<file path="config.mk">
export PLATFORM = sky130hd
export DESIGN_NAME = aurora_tx_framer_flat
export DESIGN_NICKNAME = d
export VERILOG_FILES = /design/src/rtl/aurora_tx_framer_if.sv /design/src/rtl/aurora_tx_framer.sv /design/src/flat_wrapper.sv
export SDC_FILE = /design/constraint.sdc
export NUM_CORES = 1
export LEC_CHECK = 0
export CAP_MARGIN = 20
export CORE_ASPECT_RATIO = 0.5
export CORE_MARGIN = 2
export CORE_UTILIZATION = 30
export DETAILED_ROUTE_END_ITERATION = 7
export SLEW_MARGIN = 15
export SYNTH_ARGS = -nofsm -noshare
export SYNTH_HDL_FRONTEND = slang
export SYNTH_SLANG_ARGS = --single-unit
</file>
<file path="constraint.sdc">
create_clock -name user_clk -period 7.79 [get_ports user_clk]
set_input_delay 1.1685 -clock user_clk [delete_from_list [all_inputs] [get_ports user_clk]]
set_output_delay 1.1685 -clock user_clk [all_outputs]
set_load 0.02 [all_outputs]
</file>
<file path="src/rtl/aurora_tx_framer_if.sv">
// Stream bundle for the Aurora TX framer: raw word input plus the s_axi_tx_* channel output.
// The master modport is the framer's view; slave is the source/sink environment.
interface aurora_tx_framer_if;
  logic [63:0] din_tdata;
  logic        din_tvalid;
  logic        din_tlast;
  logic        din_tready;
  logic [63:0] s_axi_tx_tdata;
  logic [7:0]  s_axi_tx_tkeep;
  logic        s_axi_tx_tlast;
  logic        s_axi_tx_tvalid;
  logic        s_axi_tx_tready;

  modport master (
    input  din_tdata, din_tvalid, din_tlast, s_axi_tx_tready,
    output din_tready, s_axi_tx_tdata, s_axi_tx_tkeep, s_axi_tx_tlast, s_axi_tx_tvalid
  );

  modport slave (
    output din_tdata, din_tvalid, din_tlast, s_axi_tx_tready,
    input  din_tready, s_axi_tx_tdata, s_axi_tx_tkeep, s_axi_tx_tlast, s_axi_tx_tvalid
  );
endinterface

</file>
<file path="src/rtl/aurora_tx_framer.sv">
// Buffers raw 64-bit words into frames, then sends header + payload to the Aurora TX stream.
// state   | meaning
// IDLE    | empty buffer, waiting for first word while channel is up
// FILL    | collecting words until tlast, full buffer or timeout
// HDR     | header word on the TX stream
// PAYLOAD | streaming buffered words, tlast on the final one
module aurora_tx_framer #(
  parameter int          FRAME_WORDS = 16,
  parameter int          TIMEOUT_CYC = 255,
  parameter logic [15:0] HDR_MAGIC   = 16'hA55A
) (
  input  logic               user_clk,
  input  logic               system_rst,
  input  logic               channel_up,
  aurora_tx_framer_if.master bus,
  output logic [15:0]        frame_cnt,
  output logic [7:0]         abort_cnt
);
  localparam int AW = (FRAME_WORDS > 1) ? $clog2(FRAME_WORDS) : 1;
  localparam int WW = $clog2(FRAME_WORDS + 1);
  localparam int TW = (TIMEOUT_CYC > 1) ? $clog2(TIMEOUT_CYC) : 1;
  localparam logic [WW-1:0] FW_W     = WW'(FRAME_WORDS);
  localparam logic [TW-1:0] TMR_LOAD = TW'(TIMEOUT_CYC - 1);

  typedef enum logic [1:0] {IDLE, FILL, HDR, PAYLOAD} state_t;

  state_t          state, state_nxt;
  logic [WW-1:0]   wcnt, wcnt_nxt, rdptr;
  logic [AW-1:0]   waddr;
  logic [TW-1:0]   tmr;
  logic [15:0]     seq;
  logic            run_q;
  logic            rdy, accept, close, beat, in_tx;
  logic [63:0]     tdata_q;
  logic [7:0]      tkeep_q;
  logic            tlast_q, tvalid_q;
  logic [63:0]     fbuf [FRAME_WORDS];

  assign bus.din_tready      = rdy;
  assign bus.s_axi_tx_tdata  = tdata_q;
  assign bus.s_axi_tx_tkeep  = tkeep_q;
  assign bus.s_axi_tx_tlast  = tlast_q;
  assign bus.s_axi_tx_tvalid = tvalid_q;

  always_comb begin
    rdy = 1'b0;
    case (state)
      IDLE:    rdy = channel_up;
      FILL:    rdy = (wcnt < FW_W);
      default: rdy = 1'b0;
    endcase
    // run_q keeps ready low until the first clock after reset
    rdy      = rdy & run_q;
    accept   = rdy & bus.din_tvalid;
    waddr    = (state == IDLE) ? '0 : wcnt[AW-1:0];
    wcnt_nxt = ((state == IDLE) ? '0 : wcnt) + WW'(accept);
    // down-counter reaching zero marks the last cycle of the fill window
    close    = (accept & bus.din_tlast) | (wcnt_nxt == FW_W) |
               ((state == FILL) & (tmr == '0));
    beat     = tvalid_q & bus.s_axi_tx_tready;
    in_tx    = (state == HDR) | (state == PAYLOAD);

    state_nxt = state;
    case (state)
      IDLE:    if (accept) state_nxt = close ? HDR : FILL;
      FILL:    if (!channel_up) state_nxt = IDLE;
               else if (close) state_nxt = HDR;
      HDR:     if (!channel_up) state_nxt = IDLE;
               else if (beat) state_nxt = PAYLOAD;
      PAYLOAD: if (!channel_up) state_nxt = IDLE;
               else if (beat & tlast_q) state_nxt = IDLE;
      default: state_nxt = IDLE;
    endcase
  end

  always_ff @(posedge user_clk) begin
    if (accept) fbuf[waddr] <= bus.din_tdata;
  end

  always_ff @(posedge user_clk or posedge system_rst) begin
    if (system_rst) begin
      state     <= IDLE;
      run_q     <= 1'b0;
      wcnt      <= '0;
      rdptr     <= '0;
      tmr       <= '0;
      seq       <= '0;
      frame_cnt <= '0;
      abort_cnt <= '0;
      tdata_q   <= '0;
      tkeep_q   <= '0;
      tlast_q   <= 1'b0;
      tvalid_q  <= 1'b0;
    end else begin
      state <= state_nxt;
      run_q <= 1'b1;
      wcnt  <= (state_nxt == IDLE) ? '0 : wcnt_nxt;

      if (state == IDLE)
        tmr <= TMR_LOAD;
      else if (state == FILL && tmr != '0)
        tmr <= tmr - TW'(1);

      // output register doubles as the prefetch stage of the buffer read
      if (state != IDLE && state_nxt == IDLE) begin
        tvalid_q <= 1'b0;
        tlast_q  <= 1'b0;
        tdata_q  <= '0;
        tkeep_q  <= '0;
      end else if (state_nxt == HDR && !in_tx) begin
        tvalid_q <= 1'b1;
        tkeep_q  <= 8'hFF;
        tlast_q  <= 1'b0;
        tdata_q  <= {HDR_MAGIC, seq, 16'(wcnt_nxt), 16'h0000};
        rdptr    <= '0;
      end else if (in_tx && beat) begin
        tdata_q <= fbuf[rdptr[AW-1:0]];
        tlast_q <= (rdptr == wcnt - WW'(1));
        rdptr   <= rdptr + WW'(1);
      end

      if (state == PAYLOAD && state_nxt == IDLE && channel_up) begin
        seq       <= seq + 16'd1;
        frame_cnt <= frame_cnt + 16'd1;
      end

      if (in_tx && !channel_up && abort_cnt != 8'hFF)
        abort_cnt <= abort_cnt + 8'd1;
    end
  end
endmodule
</file>
<file path="src/flat_wrapper.sv">
// flat-port wrapper written by rule: the top's interface ports become plain ports
module aurora_tx_framer_flat 
#(
  parameter int          FRAME_WORDS = 16,
  parameter int          TIMEOUT_CYC = 255,
  parameter logic [15:0] HDR_MAGIC   = 16'hA55A
)
  (user_clk, system_rst, channel_up, frame_cnt, abort_cnt, bus_din_tdata, bus_din_tvalid, bus_din_tlast, bus_s_axi_tx_tready, bus_din_tready, bus_s_axi_tx_tdata, bus_s_axi_tx_tkeep, bus_s_axi_tx_tlast, bus_s_axi_tx_tvalid);
  aurora_tx_framer_if bus_i ();
  input  logic user_clk;
  input  logic system_rst;
  input  logic channel_up;
  output logic [15:0] frame_cnt;
  output logic [7:0] abort_cnt;
  input wire logic [$bits(bus_i.din_tdata)-1:0] bus_din_tdata;
  input wire logic [$bits(bus_i.din_tvalid)-1:0] bus_din_tvalid;
  input wire logic [$bits(bus_i.din_tlast)-1:0] bus_din_tlast;
  input wire logic [$bits(bus_i.s_axi_tx_tready)-1:0] bus_s_axi_tx_tready;
  output wire logic [$bits(bus_i.din_tready)-1:0] bus_din_tready;
  output wire logic [$bits(bus_i.s_axi_tx_tdata)-1:0] bus_s_axi_tx_tdata;
  output wire logic [$bits(bus_i.s_axi_tx_tkeep)-1:0] bus_s_axi_tx_tkeep;
  output wire logic [$bits(bus_i.s_axi_tx_tlast)-1:0] bus_s_axi_tx_tlast;
  output wire logic [$bits(bus_i.s_axi_tx_tvalid)-1:0] bus_s_axi_tx_tvalid;
  assign bus_i.din_tdata = bus_din_tdata;
  assign bus_i.din_tvalid = bus_din_tvalid;
  assign bus_i.din_tlast = bus_din_tlast;
  assign bus_i.s_axi_tx_tready = bus_s_axi_tx_tready;
  assign bus_din_tready = bus_i.din_tready;
  assign bus_s_axi_tx_tdata = bus_i.s_axi_tx_tdata;
  assign bus_s_axi_tx_tkeep = bus_i.s_axi_tx_tkeep;
  assign bus_s_axi_tx_tlast = bus_i.s_axi_tx_tlast;
  assign bus_s_axi_tx_tvalid = bus_i.s_axi_tx_tvalid;
  aurora_tx_framer #(.FRAME_WORDS(FRAME_WORDS), .TIMEOUT_CYC(TIMEOUT_CYC), .HDR_MAGIC(HDR_MAGIC)) u_core (.user_clk(user_clk), .system_rst(system_rst), .channel_up(channel_up), .bus(bus_i), .frame_cnt(frame_cnt), .abort_cnt(abort_cnt));
endmodule
</file>
==> impl_metrics.ini <==
[cts]
clkTransAtPathRegs_ps = 60
post_cts_buffers = 0
clock_latency_ps = 730
numCtsBuffers = 104
cts-root-buf = clkbuf_16
cts_tree = done
cts_resized = 0
cts_buffer_depth = 3
htree_levels = 3
cts_hold_buf = 0
cts_sinks = 1151

[status]
outcome = complete, no violations

[synth]
synth_edf_count = 1024
ys_types = 53
syn-cell-area_um2 = 44400
syn_nets = 2178
yosys_warnings = 0
yosysTopAreaCell = edfxtp_1
yosysMostFrequentCell = edfxtp_1
ys_seq_area_frac = 0.764
synth_seq_cells = 1151
synthCells = 2100
syn_area_per_cell_um2 = 21.1
synthTopCellsByArea = edfxtp_1 (69%), mux4_2 (15%), dfrtp_1 (7.2%)
async_flop_share = 0.110
synth_common_cells = edfxtp_1 (1024), mux4_2 (290), nand2_1 (138)
ys.flop_type = edfxtp_1
yosys.area.top_type_share = 0.692

[route]
viasPerCell = 4.86
first_pass_iters = 5
drtAntennaViolNets = 0
drtIter0Drc = 2086
routedWlPerCell_um = 23.3
drc = 0
wirelength_um = 101000
via_count = 21100

[sta]
rsz0062_at_grt = false
tightest_slew_ps = 1080
final.setup.tns_ps = 0
timing.final.crit_share = 0.546
skew_ps = 72.2
finalHoldWorstSlack_ps = 469
max_freq_mhz = 235
setup_viol = 0
drv_slew = 0
slew_headroom = 0.273
hold_violations = 0
fin_crit_ps = 4250

[die]
die_y_um = 276
fp-row-count = 99
die_w_um = 548
core_area_um2 = 146000
ios = 169
start_util = 0.303
die_area_um2 = 151000

[layout]
drive_above_1_share = 0.223
post-route-util = 0.355
area_growth_pct = 17.2
final_nets = 2369
num-fill-cells = 13500

[grt]
grt_max_degree = 123
antenna_found_initial = 4
grt_pass1_wl_um = 150000
gr-usage-all-layers = 0.132
gr-total-overflow = 0
grt_pass1_vias = 22100

[pwr]
total_power_mw = 13.3
p_leak_nw = 16.4
power-per-cell-area_nw_per_um2 = 256
peakVddDrop_mv = 0.190

[placement]
gp_congestion = 0.771
hpwlAfterDp_um = 56800
port_buffers = 168

[hold_path]
min-delay-start = u_core.frame_cnt[15]
hp-class = register to register

[setup_path]
critical_path_class = input port to register
worst-path-max-fanout = 40
crit_arrival_ps = 4600
cp-start-kind = input port
crit_start = channel_up
crit_required_ps = 8130
r2r-start = u_core.state[1]
end_kind = register

[run]
cap_violations = 0
[critical path, stage by stage]
cell and delay (ps):
clkdlybuf4s50_1 590, nand2b_1 90, and2_1 200, nor3_1 510
nand3b_1 410, nor2_4 850, buf_4 710
[logic make-up (layout without fill, tap and decap cells)]
logic type,Yosys count,after routing,share of synthesized area
other cells,1,3,0.0000844
flops,1151,1151,0.764
fa+ha+maj,8,8,0.00225
mux,320,320,0.154
buf+inv,139,422,0.0161
compound gates,153,153,0.0243
simple gates,277,277,0.0292
xor+xnor,51,51,0.0101
[layout make-up]
class | count | area [µm²] | area share
tap | 1969 | 2460 | 0.0474
antenna | 2 | 5.00 | 0.0000962
clock buffer | 149 | 3010 | 0.0578
inverter | 14 | 57.6 | 0.00111
timing repair buffer | 210 | 2070 | 0.0397
clock inverter | 49 | 614 | 0.0118
multi-input combinational | 810 | 9870 | 0.190
sequential | 1151 | 33900 | 0.652
[through the flow]
stage               setup slack [ps]  cell area [µm²]  instances
detailed placement              2800            48400       4153
global placement                2820            48400       4152
finish                          3540            52000       4354
floorplan                       1020            44400       2100
CTS                             3580            52000       4351
global route                    3430            52000       4353
[final timing paths]
check                           depth (start not counted)                             to  slack, ps
max in group asynchronous                               3                u_core.rdptr[2]       5360
worst max register to register                         12  u_core.bus.s_axi_tx_tdata[13]       3940
min in group asynchronous                               2  u_core.bus.s_axi_tx_tdata[51]        980
worst max-delay path                                    7             u_core.fbuf[6][22]       3540
worst min-delay path                                    1           u_core.frame_cnt[15]        470
worst min register to register                          1           u_core.frame_cnt[15]        470
[cell usage in the layout (no fill, tap or decap), drive strengths merged, types with 11 or more instances in the layout]
cell and count:
xor2 22, xnor2 29, mux4 290, o21ai 11, mux2i 27, clkdlybuf4s50 168, nand2 138, nand3 13
clkinv 28, a22o 36, a311oi 19, o211ai 21, edfxtp 1024, clkbuf 149, nand4 13, inv 20
nor3 17, nor2 41, dfrtp 127, buf 42, a21oi 40
[where the power goes]
| part | internal, mW | switching (mW) | total, mW |
|---|---|---|---|
| logic | 0.541 | 0.583 | 1.12 |
| clock network | 3.02 | 2.31 | 5.33 |
| registers | 6.76 | 0.0880 | 6.85 |
[metal layers]
metal  GRT usage  wire [µm]  share of wire
met1       0.180      43900           0.43
met2       0.218      49800           0.49
met3      0.0244       5460          0.054
met4      0.0348       2220          0.022
met5           0         30        0.00030
[state kept, by name (all words and copies together) (netlist names), 5 cells and up]
register,count
u_core.fbuf,1024
u_core.wcnt,5
u_core.abort_cnt,8
u_core.seq,16
u_core.rdptr,5
u_core.frame_cnt,16
u_core.tmr,8
u_core.bus.s_axi_tx_tdata,64
No activity file was read; power rests on OpenSTA's default activity.
